<file path="src/rtl/tic_tac_toe_pkg.sv">
// Shared types and lookup tables for the automatic O-side tic-tac-toe player.
package tic_tac_toe_pkg;

    typedef enum logic [1:0] {
        EMPTY  = 2'b00,
        MARK_X = 2'b01,
        MARK_O = 2'b10
    } cell_t;

    typedef enum logic [2:0] {
        IDLE,
        THINK,
        SCAN_WIN,
        SCAN_BLOCK,
        SCAN_FALLBACK,
        ISSUE,
        WAIT_ACK
    } state_t;

    localparam int unsigned NUM_LINES = 8;
    localparam int unsigned NUM_CELLS = 9;
    localparam int unsigned CNT_W     = 8;

    // Rows, columns, then diagonals; this order sets which hit wins a tie.
    localparam logic [3:0] LINES [NUM_LINES][3] = '{
        '{4'd0, 4'd1, 4'd2},
        '{4'd3, 4'd4, 4'd5},
        '{4'd6, 4'd7, 4'd8},
        '{4'd0, 4'd3, 4'd6},
        '{4'd1, 4'd4, 4'd7},
        '{4'd2, 4'd5, 4'd8},
        '{4'd0, 4'd4, 4'd8},
        '{4'd2, 4'd4, 4'd6}
    };

    // Centre, corners, then edges.
    localparam logic [3:0] FALLBACK_ORDER [NUM_CELLS] = '{
        4'd4, 4'd0, 4'd2, 4'd6, 4'd8, 4'd1, 4'd3, 4'd5, 4'd7
    };

endpackage

</file>
<file path="src/rtl/tic_tac_toe_line_eval.sv">
// Combinational line check: two of `mark` plus exactly one empty cell is a hit.
module tic_tac_toe_line_eval
    import tic_tac_toe_pkg::*;
(
    input  logic [1:0] c0,
    input  logic [1:0] c1,
    input  logic [1:0] c2,
    input  logic [1:0] mark,
    output logic       hit_c,
    output logic [1:0] idx_c
);

    logic [1:0] n_mark;
    logic [1:0] n_empty;

    // Code 11 matches neither mark nor EMPTY, so it only ever blocks a line.
    always_comb begin
        n_mark  = 2'(c0 == mark) + 2'(c1 == mark) + 2'(c2 == mark);
        n_empty = 2'(c0 == EMPTY) + 2'(c1 == EMPTY) + 2'(c2 == EMPTY);
        hit_c   = (n_mark == 2'd2) && (n_empty == 2'd1);
        if (c0 == EMPTY)      idx_c = 2'd0;
        else if (c1 == EMPTY) idx_c = 2'd1;
        else                  idx_c = 2'd2;
    end

endmodule

</file>
<file path="src/rtl/tic_tac_toe_auto_player.sv">
// Automatic O-side opponent: snapshots the board, picks win/block/centre/corner/edge,
// strobes the move to the game and waits for it to land.
module tic_tac_toe_auto_player
    import tic_tac_toe_pkg::*;
#(
    parameter int unsigned THINK_CYCLES = 4,
    parameter int unsigned HOLD_CYCLES  = 2,
    parameter int unsigned ACK_TIMEOUT  = 16
) (
    input  logic       clk,
    input  logic       rst,
    input  logic       enable,
    input  logic       o_turn,
    input  logic [1:0] pos1,
    input  logic [1:0] pos2,
    input  logic [1:0] pos3,
    input  logic [1:0] pos4,
    input  logic [1:0] pos5,
    input  logic [1:0] pos6,
    input  logic [1:0] pos7,
    input  logic [1:0] pos8,
    input  logic [1:0] pos9,
    output logic       playO,
    output logic [3:0] playerO_position,
    output logic       busy,
    output logic       no_move,
    output logic       ack_error
);

    state_t            state, state_d;
    logic [8:0][1:0]   live;
    logic [8:0][1:0]   board, board_d;
    logic [CNT_W-1:0]  think_cnt, think_d;
    logic [CNT_W-1:0]  hold_cnt, hold_d;
    logic [CNT_W-1:0]  to_cnt, to_d;
    logic [2:0]        line_idx, line_d;
    logic [3:0]        cell_idx, cell_d;
    logic [3:0]        choice, choice_d;
    logic              play_d, busy_d, no_move_d, ack_error_d;
    logic [3:0]        pos_d;
    logic              abort;
    logic [1:0]        scan_mark;
    logic              line_hit;
    logic [1:0]        line_hit_idx;
    logic [3:0]        fb_cell;

    assign live      = {pos9, pos8, pos7, pos6, pos5, pos4, pos3, pos2, pos1};
    assign scan_mark = (state == SCAN_BLOCK) ? MARK_X : MARK_O;
    assign fb_cell   = FALLBACK_ORDER[cell_idx];

    tic_tac_toe_line_eval u_line_eval (
        .c0    (board[LINES[line_idx][0]]),
        .c1    (board[LINES[line_idx][1]]),
        .c2    (board[LINES[line_idx][2]]),
        .mark  (scan_mark),
        .hit_c (line_hit),
        .idx_c (line_hit_idx)
    );

    // Next-state, counter and output decode.
    always_comb begin
        state_d     = state;
        board_d     = board;
        think_d     = think_cnt;
        hold_d      = hold_cnt;
        to_d        = to_cnt;
        line_d      = line_idx;
        cell_d      = cell_idx;
        choice_d    = choice;
        no_move_d   = 1'b0;
        ack_error_d = 1'b0;
        abort       = !enable || !o_turn;

        case (state)
            IDLE: begin
                if (enable && o_turn) begin
                    board_d = live;
                    think_d = '0;
                    state_d = THINK;
                end
            end
            THINK: begin
                if (abort) begin
                    state_d = IDLE;
                end else if (think_cnt == CNT_W'(THINK_CYCLES - 1)) begin
                    line_d  = '0;
                    state_d = SCAN_WIN;
                end else begin
                    think_d = think_cnt + 1'b1;
                end
            end
            SCAN_WIN, SCAN_BLOCK: begin
                if (abort) begin
                    state_d = IDLE;
                end else if (line_hit) begin
                    choice_d = LINES[line_idx][line_hit_idx];
                    hold_d   = '0;
                    state_d  = ISSUE;
                end else if (line_idx == 3'd7) begin
                    line_d = '0;
                    cell_d = '0;
                    state_d = (state == SCAN_WIN) ? SCAN_BLOCK : SCAN_FALLBACK;
                end else begin
                    line_d = line_idx + 1'b1;
                end
            end
            SCAN_FALLBACK: begin
                if (abort) begin
                    state_d = IDLE;
                end else if (board[fb_cell] == EMPTY) begin
                    choice_d = fb_cell;
                    hold_d   = '0;
                    state_d  = ISSUE;
                end else if (cell_idx == 4'd8) begin
                    no_move_d = 1'b1;
                    state_d   = IDLE;
                end else begin
                    cell_d = cell_idx + 1'b1;
                end
            end
            ISSUE: begin
                if (hold_cnt == CNT_W'(HOLD_CYCLES - 1)) begin
                    to_d    = '0;
                    state_d = WAIT_ACK;
                end else begin
                    hold_d = hold_cnt + 1'b1;
                end
            end
            WAIT_ACK: begin
                if (live[choice] == MARK_O) begin
                    state_d = IDLE;
                end else if (live[choice] == MARK_X ||
                             to_cnt == CNT_W'(ACK_TIMEOUT - 1)) begin
                    ack_error_d = 1'b1;
                    state_d     = IDLE;
                end else begin
                    to_d = to_cnt + 1'b1;
                end
            end
            default: state_d = IDLE;
        endcase

        play_d = (state_d == ISSUE);
        pos_d  = play_d ? choice_d : 4'd0;
        busy_d = (state_d != IDLE);
    end

    // State, snapshot, counters and registered outputs.
    always_ff @(posedge clk) begin
        if (rst) begin
            state            <= IDLE;
            board            <= '0;
            think_cnt        <= '0;
            hold_cnt         <= '0;
            to_cnt           <= '0;
            line_idx         <= '0;
            cell_idx         <= '0;
            choice           <= '0;
            playO            <= 1'b0;
            playerO_position <= '0;
            busy             <= 1'b0;
            no_move          <= 1'b0;
            ack_error        <= 1'b0;
        end else begin
            state            <= state_d;
            board            <= board_d;
            think_cnt        <= think_d;
            hold_cnt         <= hold_d;
            to_cnt           <= to_d;
            line_idx         <= line_d;
            cell_idx         <= cell_d;
            choice           <= choice_d;
            playO            <= play_d;
            playerO_position <= pos_d;
            busy             <= busy_d;
            no_move          <= no_move_d;
            ack_error        <= ack_error_d;
        end
    end

endmodule

</file>
<file path="config.mk">
export PLATFORM = sky130hd
export DESIGN_NAME = tic_tac_toe_auto_player
export DESIGN_NICKNAME = d
export VERILOG_FILES = /design/src/rtl/tic_tac_toe_pkg.sv /design/src/rtl/tic_tac_toe_line_eval.sv /design/src/rtl/tic_tac_toe_auto_player.sv
export SDC_FILE = /design/constraint.sdc
export NUM_CORES = 1
export LEC_CHECK = 0
export ABC_CLOCK_PERIOD_IN_PS = 8400
export CORE_MARGIN = 3
export CORE_UTILIZATION = 50
export DETAILED_ROUTE_END_ITERATION = 6
export PLACE_DENSITY_LB_ADDON = 0.08
export SLEW_MARGIN = 10
export SYNTH_ARGS = -nofsm -noshare
export SYNTH_HDL_FRONTEND = slang
export SYNTH_SLANG_ARGS = --single-unit
</file>
<file path="constraint.sdc">
create_clock -name clk -period 8.4 [get_ports clk]
set_input_delay 2.1 -clock clk [delete_from_list [all_inputs] [get_ports clk]]
set_output_delay 2.1 -clock clk [all_outputs]
set_load 0.03 [all_outputs]
</file>
==> impl_metrics.csv <==
group,metric,value,unit
pwr,pwr-share-seq,46.6,%
yosys,yosys-top-cells-area,"dfxtp_1, mux2i_1, nor2_1",
yosys,synth.cell_area,4120,um^2
placement,pre_cts_slack,2540,ps
yosys,post_synth.cell_area_avg,8.42,um^2
pwr,p_comb_share,8.4,%
final_layout,fin_cells,612,
die,core.rowCount,32,
final_layout,area_growth_syn_to_layout,13.3,%
routing,ant_nets,0,
yosys,ys_ff_latch,64,
timing,fin_crit_sh,67.4,%
yosys,synth_xor_area_share,3.61,%
yosys,syn_nets,528,
min_path,min_path_cells,2,
grt,track_usage,22.4,%
setup_path,crit_type,"register to register",
timing,fin_setup_tns,0,ps
timing,fin_crit,5660,ps
grt,grt_pass1_wl,17.3,mm
min_path,hold_class,"register to register",
placement,place_congestion,0.946,
clocking,path_clk_slew,80,ps
routing,first_pass_iters,5,
die,io-pin-count,30,
clocking,clock_latency,350,ps
placement,dp.cells,596,
yosys,yosys_warnings,0,
setup_path,r2r_start,"line_idx[0]",
placement,dp_hpwl,7.56,mm
final_layout,nets,543,
yosys,yosysSeqAreaShare,31.1,%
flow_run,drv_cap,0,
routing,drtIter0Drc,273,
placement,port_buffers,29,
yosys,synth_top_area_share,31.1,%
setup_path,arrival,5890,ps
setup_path,rr_endpoint,"choice[3]",
routing,drc,0,
yosys,synth_top_area_cell,"dfxtp_1",
yosys,synth_top_family_by_area,"simple AND/OR/NAND/NOR gates",
clocking,post_cts_resized,0,
routing,wirelength,10.3,mm
yosys,synth_ff_type,"dfxtp_1",
routing,viasPerCell,6.10,
clocking,cts_setup_buffers,0,
pwr,p_sw_share,24.5,%
grt,grt_overflow,0,
clocking,root_buffer,"clkbuf_8",
yosys,synthCells,490,
pwr,ir_worst_vdd,0.0797,mV
yosys,synth_edf_count,0,
die,die_h,96.8,um
setup_path,critical_path_required,8630,ps
yosys,muxShareOfSynthArea,14.2,%
final_layout,n_antenna_cell,0,
timing,rsz0062_at_grt,"false",
grt,antenna_found_initial,0,
pwr,internal_power,0.512,mW
die,die_w,96.8,um
setup_path,start_kind,"register",
run_status,status,"completed",
setup_path,r2r_setup_slack,2740,ps
setup_path,r2r_cells,19,
timing,fmaxAchievable,177,MHz
pwr,pwr-share-clk,45.0,%
pwr,p_per_area,145,nW/um^2
die,coreArea,7850,um^2
timing,report.final.hold_viol_count,0,
pwr,power_switching,0.167,mW
die,dieArea,9370,um^2
setup_path,cp_max_fo,11,
yosys,synthTopCellsByCount,"nor2_1, dfxtp_1, mux2i_1",
timing,finClkSkew,10.4,ps
grt,grt_pass1_vias,3454,
timing,worst_slew_pin_slew,823,ps
routing,routedWlPerCell,16.9,um
yosys,synth_fa_ha_area_share,5.22,%
timing,slew_viol_final,0,
yosys,synth_compound_area_share,14.3,%
setup_path,endpoint_kind,"register",
clocking,clk_path_buf_depth,2,
die,initial_core_util,52.6,%
timing,final.setup.worst_slack,2740,ps
grt,grt_max_degree,47,
yosys,synthDistinctLibCells,71,
clocking,numClockSinks,64,
timing,hold-worst-slack,509,ps
timing,timing.slew.headroom,44.0,%
min_path,min_to,"board[17]",
clocking,numCtsBuffers,9,
final_layout,final.fill_count,743,
pwr,power.leakage,1.72,nW
yosys,synth-simple-area-share,27.5,%
clocking,ctsHtreeMaxLevel,3,
clocking,holdBufCountCts,0,
yosys,yosysMostFrequentCell,"nor2_1",
min_path,min_from,"board[17]",
timing,setup_viol,0,
yosys,async_flop_share,0,%
routing,vias,3731,
clocking,cts_tree,"done",
final_layout,drive_gt1_share,8.82,%
## final cells by class
type | count | area, um^2 | share of cell area [%]
Clock buffer | 10 | 138 | 2.95
Inverter | 13 | 48.8 | 1.04
Timing Repair Buffer | 31 | 305 | 6.53
Clock inverter | 6 | 90.1 | 1.93
Multi-Input combinational cell | 386 | 2680 | 57.4
Sequential cell | 64 | 1280 | 27.4
Tap cell | 102 | 128 | 2.73
## layer usage
metal / track usage [%] / part of all wire (%)
met4: 7.99 / 1.4
met2: 35.5 / 47
met1: 31.1 / 48
met3: 3.03 / 3.8
met5: 0 / 0
## worst max-delay path by stage
stage | from | endpoint | slack (ps) | cells after the start
floorplan | line_idx[0] | choice[1] | 4080 | 19
global placement | line_idx[0] | choice[3] | 2690 | 19
detailed placement | line_idx[0] | choice[3] | 2540 | 18
CTS | line_idx[0] | choice[3] | 2520 | 19
global route | line_idx[0] | hold_cnt[1] | 2170 | 19
finish | line_idx[0] | choice[3] | 2740 | 19
## placed cells by master (no fill, tap or decap), drive strengths merged, types with 10 or more instances in the layout
cell type,instances
ha,14
a21oi,27
nand2b,12
nor2b,10
nor2,73
clkdlybuf4s50,29
o21ai,12
nor3,20
nand3,16
mux2i,36
nand2,27
dfxtp,64
inv,14
clkbuf,10
## cell families after synthesis
logic type      count (synthesis)
compound gates                 87
xor+xnor                       17
fa+ha+maj                      16
buf+inv                        40
flops                          64
mux                            49
simple gates                  217
## flip-flops by register name (all words and copies together) (netlist names), 4 cells and up
signal	flops
board	18
cell_idx	4
choice	4
hold_cnt	8
playerO_position	4
think_cnt	8
to_cnt	8
## power groups by stage
| stage | logic [mW] | registers [mW] | clock network, mW |
|---|---|---|---|
| after floorplan | 0.0371 | 0.319 | 0 |
| after global placement | 0.0559 | 0.323 | 0 |
| after detailed placement | 0.0566 | 0.323 | 0 |
| after CTS | 0.0568 | 0.316 | 0.311 |
| after global routing | 0.0626 | 0.317 | 0.326 |
| final | 0.0571 | 0.316 | 0.306 |
## through the flow
stage	area (um^2)	power (mW)	utilization (%)
final	4670	0.679	59.6
after global placement	4440	0.379	56.6
after floorplan	4120	0.356	-
after detailed placement	4440	0.380	56.6
after CTS	4670	0.684	59.5
after global routing	4670	0.706	59.6
## critical path: stages, from the launching register on
cell and delay (ps):
dfxtp_1 540, inv_1 190, ha_1 320, mux2i_2 680, mux2_2 430, a21oi_1 150, o22ai_1 90, o211ai_1 120
o21ai_0 150, nor3b_1 200, a21oi_1 90, fa_1 430, nor2_1 110, nand3_1 160, or3_1 480, a21o_1 220
a21oi_1 630, nand2_1 160, a211oi_1 330, nor2_1 60
Power figures use the tool's default switching activity.
==> edit 1, RTL diff (config.mk and constraints unchanged) <==
`CNT_W`: 8 -> 9.
--- a/src/rtl/tic_tac_toe_pkg.sv
+++ b/src/rtl/tic_tac_toe_pkg.sv
@@ -19,7 +19,7 @@
 
     localparam int unsigned NUM_LINES = 8;
     localparam int unsigned NUM_CELLS = 9;
-    localparam int unsigned CNT_W     = 8;
+    localparam int unsigned CNT_W     = 9;
 
     // Rows, columns, then diagonals; this order sets which hit wins a tie.
     localparam logic [3:0] LINES [NUM_LINES][3] = '{
Check against the original RTL: same outputs for any inputs over 4 cycles, from zero or initial values and one cycle with rst high; that may be too few to reach the edited logic, so the function may still have changed.
==> edit 1 against the original RTL <==
- count of clock-buffer cells in the layout down 1
- total power down 2.7%
- final area up 1.8%
- clock skew about the same
- synthesized area up 2.6%
- non-clock buffer count down 1
- via count up 4.4%
- maximum frequency up 19%
- setup slack better by 0.89 ns
- sequential cell count up 3
- wire length up 3.8%
- combinational power down 15%
- largest cell class unchanged
==> edit 1: results (changes against the original RTL) <==
reg2reg setup slack=3.63 ns (+0.89 ns); syn_nets=558 (+5.7%); global-route wire length before repair=18000 um (+3.7%); worst hold slack=0.489 ns (-0.0200 ns); die area=9600 um2 (+2.4%); pin count of the biggest net entering global routing=59 (+26%); most frequent cells after synthesis=dfxtp_1 (67), nand2_1 (67), a21oi_1 (51); post-synthesis sequential area ratio=31.7% (+0.63 points); met3 Track Usage GR=5.21% (+2.2 points); max_slew headroom=28.3% (-16 points); Max VDD drop=98.4 uV (+23%); Net Sw Frac=26.6% (+2.1 points); R2R depth=15 (-4); CP endpoint=playerO_position[3]$_SDFF_PP0_; post-synthesis xor/xnor area fraction=2.69% (-0.92 points); wire length per cell=16.7 um (-0.87%); M1 WL=5240 um (+5.4%); met2 usage=34.2% (-1.3 points); Synth cell types=69 (-2.8%); Post-Synth Adder-Cell Area=5.09% (-0.13 points); Final Total Pwr=661 uW (-2.7%); Max Clock Skew=0.0108 ns (+0.000404 ns); Global Route Usage Sum=22.9% (+0.52 points); status=finished, final reports clean; Pleak=1.65 nW (-4.4%); HPWL after DPL=7990 um (+5.6%); vias in the first global route=3664 (+6.1%); DR vias/cell=6.08 (-0.28%); # fillers=758 (+2.0%); Setup crit start=line_idx[1]$_SDFFE_PP0P_; Flop+latch power=327 uW (+3%); DP Worst Slack=3.72 ns (+1.17 ns); nets=572 (+5.3%); routed length on met2=4790 um (-0.68%); mux cell area share after synthesis=11.9% (-2.3 points); CP Max Fanout=10 (-1); Die Wd=98.0 um (+1.2%); global placement routability congestion=0.878 (-7.1%)
## edit 1: cell types whose count changed after synthesis, sizes merged, moves of 5 or more
cell	before	now
a21oi	27	51
inv	13	18
mux2i	36	22
nand2	27	68
nand2b	12	6
nor2	73	48
nor3	20	25
o21ai	12	17
xor2	9	4
## edit 1: worst max-delay path, stage by stage (launching register included)
cell	delay [ns]
dfxtp_1	0.56
inv_1	0.18
ha_1	0.33
mux2i_4	0.43
mux2i_1	0.20
a22oi_1	0.22
nor2_1	0.06
o32ai_1	0.39
nor3b_1	0.25
a21oi_1	0.09
fa_1	0.42
nor2_1	0.11
nand3_1	0.23
nand2b_1	0.37
or4_4	0.57
a211oi_2	0.27
## edit 1: final cells by class
class	count	area, um2	area share [%]
clock buffers	9	124	2.60
clock inverters	7	82.6	1.74
inverters	19	71.3	1.50
multi-input cells	407	2720	57.1
flip-flops and latches	67	1340	28.2
well taps	102	128	2.68
repair buffers	30	293	6.15
==> edit 2, RTL diff (same flow settings) <==
Made on the original files. Remove the register `ack_error`: a continuous assignment takes its place, so the output `ack_error` follows one clock earlier.
--- a/src/rtl/tic_tac_toe_auto_player.sv
+++ b/src/rtl/tic_tac_toe_auto_player.sv
@@ -160,7 +160,6 @@
             playerO_position <= '0;
             busy             <= 1'b0;
             no_move          <= 1'b0;
-            ack_error        <= 1'b0;
         end else begin
             state            <= state_d;
             board            <= board_d;
@@ -174,9 +173,10 @@
             playerO_position <= pos_d;
             busy             <= busy_d;
             no_move          <= no_move_d;
-            ack_error        <= ack_error_d;
         end
     end
 
+    assign ack_error = ack_error_d;
+
 endmodule
 
Formal check against the unedited RTL: no difference found for any inputs over 4 cycles, from zero or initial values and one cycle with rst high; that may be too few to reach the edited logic, so the function may still have changed.
==> edit 2 against the original RTL <==
- clock power shrank 2%
- final area rose by 2.8%
- sequential share of layout area is 1.2 points lower
- critical path depth decreased by 13
- total power is 1.7% lower
- sequential cell count fell by 1
- die area up 2.8%
- wire length rose by 4.2%
- non-clock buffer count did not move
- clock skew is 0.0015 ns lower
- synthesized area grew 3.0%
- setup slack got worse by 0.89 ns
- cell count up 0.82%
- largest cell class unchanged
- highest routed layer unchanged
==> edit 2: results (changes against the original RTL) <==
Finished Layout Cells=617 (+0.82%); CP arrival=4.44 ns (-1.45 ns); vias in the first global route=3736 (+8.2%); Setup crit start=pos2[1]; r2r startpoint=line_idx[1]$_SDFFE_PP0P_; layout cell share with drive strength beyond 1=8.93% (+0.11 points); top area cells in the synthesized netlist=dfxtp_1 (30%), mux2i_1 (8.7%), nor2_1 (5.6%); Global Route Usage Sum=23.4% (+1.1 points); CP Max Fanout=2 (-9); clock buffer depth=2 (unchanged); Ant. Diodes=0 (unchanged); # fillers=727 (-2.2%); Pleak=1.71 nW (-0.53%); dpl cells=601 (+0.84%); Mapped Cells=489 (-0.20%); Net Sw Frac=25.3% (+0.79 points); slowest stage delay, CP=approximately 0.69 ns; Synth Flop Type=dfxtp_1; antenna violations before repair=0 (unchanged); status=finished, final reports clean; I/O Buffers=29 (unchanged); Yosys warnings=0 (unchanged); pin count of the biggest net entering global routing=53 (+13%); Setup Buffers After CTS=0 (unchanged); Worst-Margin Slew=0.972 ns (+0.148 ns); DR vias=3858 (+3.4%); Synth cell types=72 (+1.4%); global placement routability congestion=0.894 (-5.5%); R2R Path End=hold_cnt[2]$_SDFFE_PP0P_; post-synthesis sequential area ratio=29.7% (-1.4 points); max reg flops=18 (unchanged); most frequent cells after synthesis=dfxtp_1 (63), nor2_1 (63), mux2i_1 (37); HPWL after DPL=7860 um (+4.0%); worst hold-check path type=reg -> reg; root buffer selected by CTS=clkbuf_8; Worst path top cell family by delay=buffers and inverters; # resized after CTS=0 (unchanged); Slowest-stage cell, CP=clkdlybuf4s50_1; drt first pass iters=5 (unchanged); Clock transition at path regs=0.07 ns; reg2reg setup slack=3.30 ns (+0.56 ns); Max Clock Skew=0.00888 ns (-0.00153 ns); DRT Wirelength=10800 um (+4.2%); CP endpoint=ack_error; worst skew pair latency=about 0.34 ns; Max VDD drop=77.4 uV (-2.9%); CTS buffer count=9 (unchanged); First DRT Iteration DRCs=268 (-1.8%); syn_nets=529 (+0.19%); depth of the CTS H-tree=3 (unchanged); Most flops, register=board; async set or reset register ratio after synthesis=0% (unchanged); R2R depth=17 (-2); global-route wire length before repair=18600 um (+7.2%); nets=550 (+1.3%)
==> edit 2: worst register-to-register path, delay by kind of cell, from the launching register on <==
| family | cells | cell delay, ns |
|---|---|---|
| simple gates | 7 | 1.19 |
| flops | 1 | 0.48 |
| compound gates | 6 | 1.70 |
| buf+inv | 1 | 0.16 |
| fa+ha+maj | 2 | 1.03 |
| mux | 1 | 0.40 |
==> edit 2: worst min path at each step <==
| stage | cells after the start | endpoint | slack (ns) | start |
|---|---|---|---|---|
| after global routing | 1 | hold_cnt[7]$_SDFFE_PP0P_ | 0.54 | hold_cnt[7]$_SDFFE_PP0P_ |
| after floorplan | 2 | to_cnt[1]$_SDFFE_PP0P_ | 0.45 | to_cnt[1]$_SDFFE_PP0P_ |
| after global placement | 2 | to_cnt[1]$_SDFFE_PP0P_ | 0.47 | to_cnt[1]$_SDFFE_PP0P_ |
| final | 2 | to_cnt[1]$_SDFFE_PP0P_ | 0.51 | to_cnt[1]$_SDFFE_PP0P_ |
| after detailed placement | 2 | to_cnt[1]$_SDFFE_PP0P_ | 0.49 | to_cnt[1]$_SDFFE_PP0P_ |
| after CTS | 2 | to_cnt[1]$_SDFFE_PP0P_ | 0.51 | to_cnt[1]$_SDFFE_PP0P_ |
==> edit 2: final cells by class <==
cell class | instances | area share [%]
multi-input cells | 388 | 58.9
flip-flops and latches | 63 | 26.3
repair buffers | 31 | 6.25
well taps | 102 | 2.66
clock buffers | 9 | 2.58
clock inverters | 7 | 2.03
inverters | 17 | 1.33
==> edit 2: metrics by stage <==
step                      cell area (um2)  util (%)  setup WS [ns]
after detailed placement             4580      57.5           1.86
after floorplan                      4250         -           2.87
after global placement               4580      57.5           1.85
final                                4800      60.3           1.86
after CTS                            4800      60.3           1.85
after global routing                 4800      60.3           1.77
==> edit 2: per-layer routing <==
| metal | wire [um] | GRT usage [%] | vias to the layer above | part of all wire, % |
|---|---|---|---|---|
| li1 | - | - | 1869 | - |
| met1 | 5050 | 33.7 | 1829 | 47 |
| met2 | 4780 | 35.4 | 138 | 44 |
| met3 | 750 | 4.07 | 22 | 7.0 |
| met4 | 176 | 8.09 | 0 | 1.6 |
| met5 | 0 | 0 | - | 0 |
==> edit 2: power by group through the flow <==
stage	combinational [mW]	clock (mW)	sequential, mW
finish	0.0572	0.301	0.310
global route	0.0640	0.317	0.311
CTS	0.0570	0.305	0.310
detailed placement	0.0568	0	0.317
global placement	0.0558	0	0.316
floorplan	0.0366	0	0.314
==> edit 2: logic make-up after synthesis <==
group	Yosys count	share of synthesized area (%)
AOI/OAI and AO/OA	100	16.2
and+or+nand+nor	203	24.7
xor gates and xnor gates	12	2.47
adders and majority gates	18	5.65
buffers and inverters	38	3.89
DFF	63	29.7
muxes	55	17.5
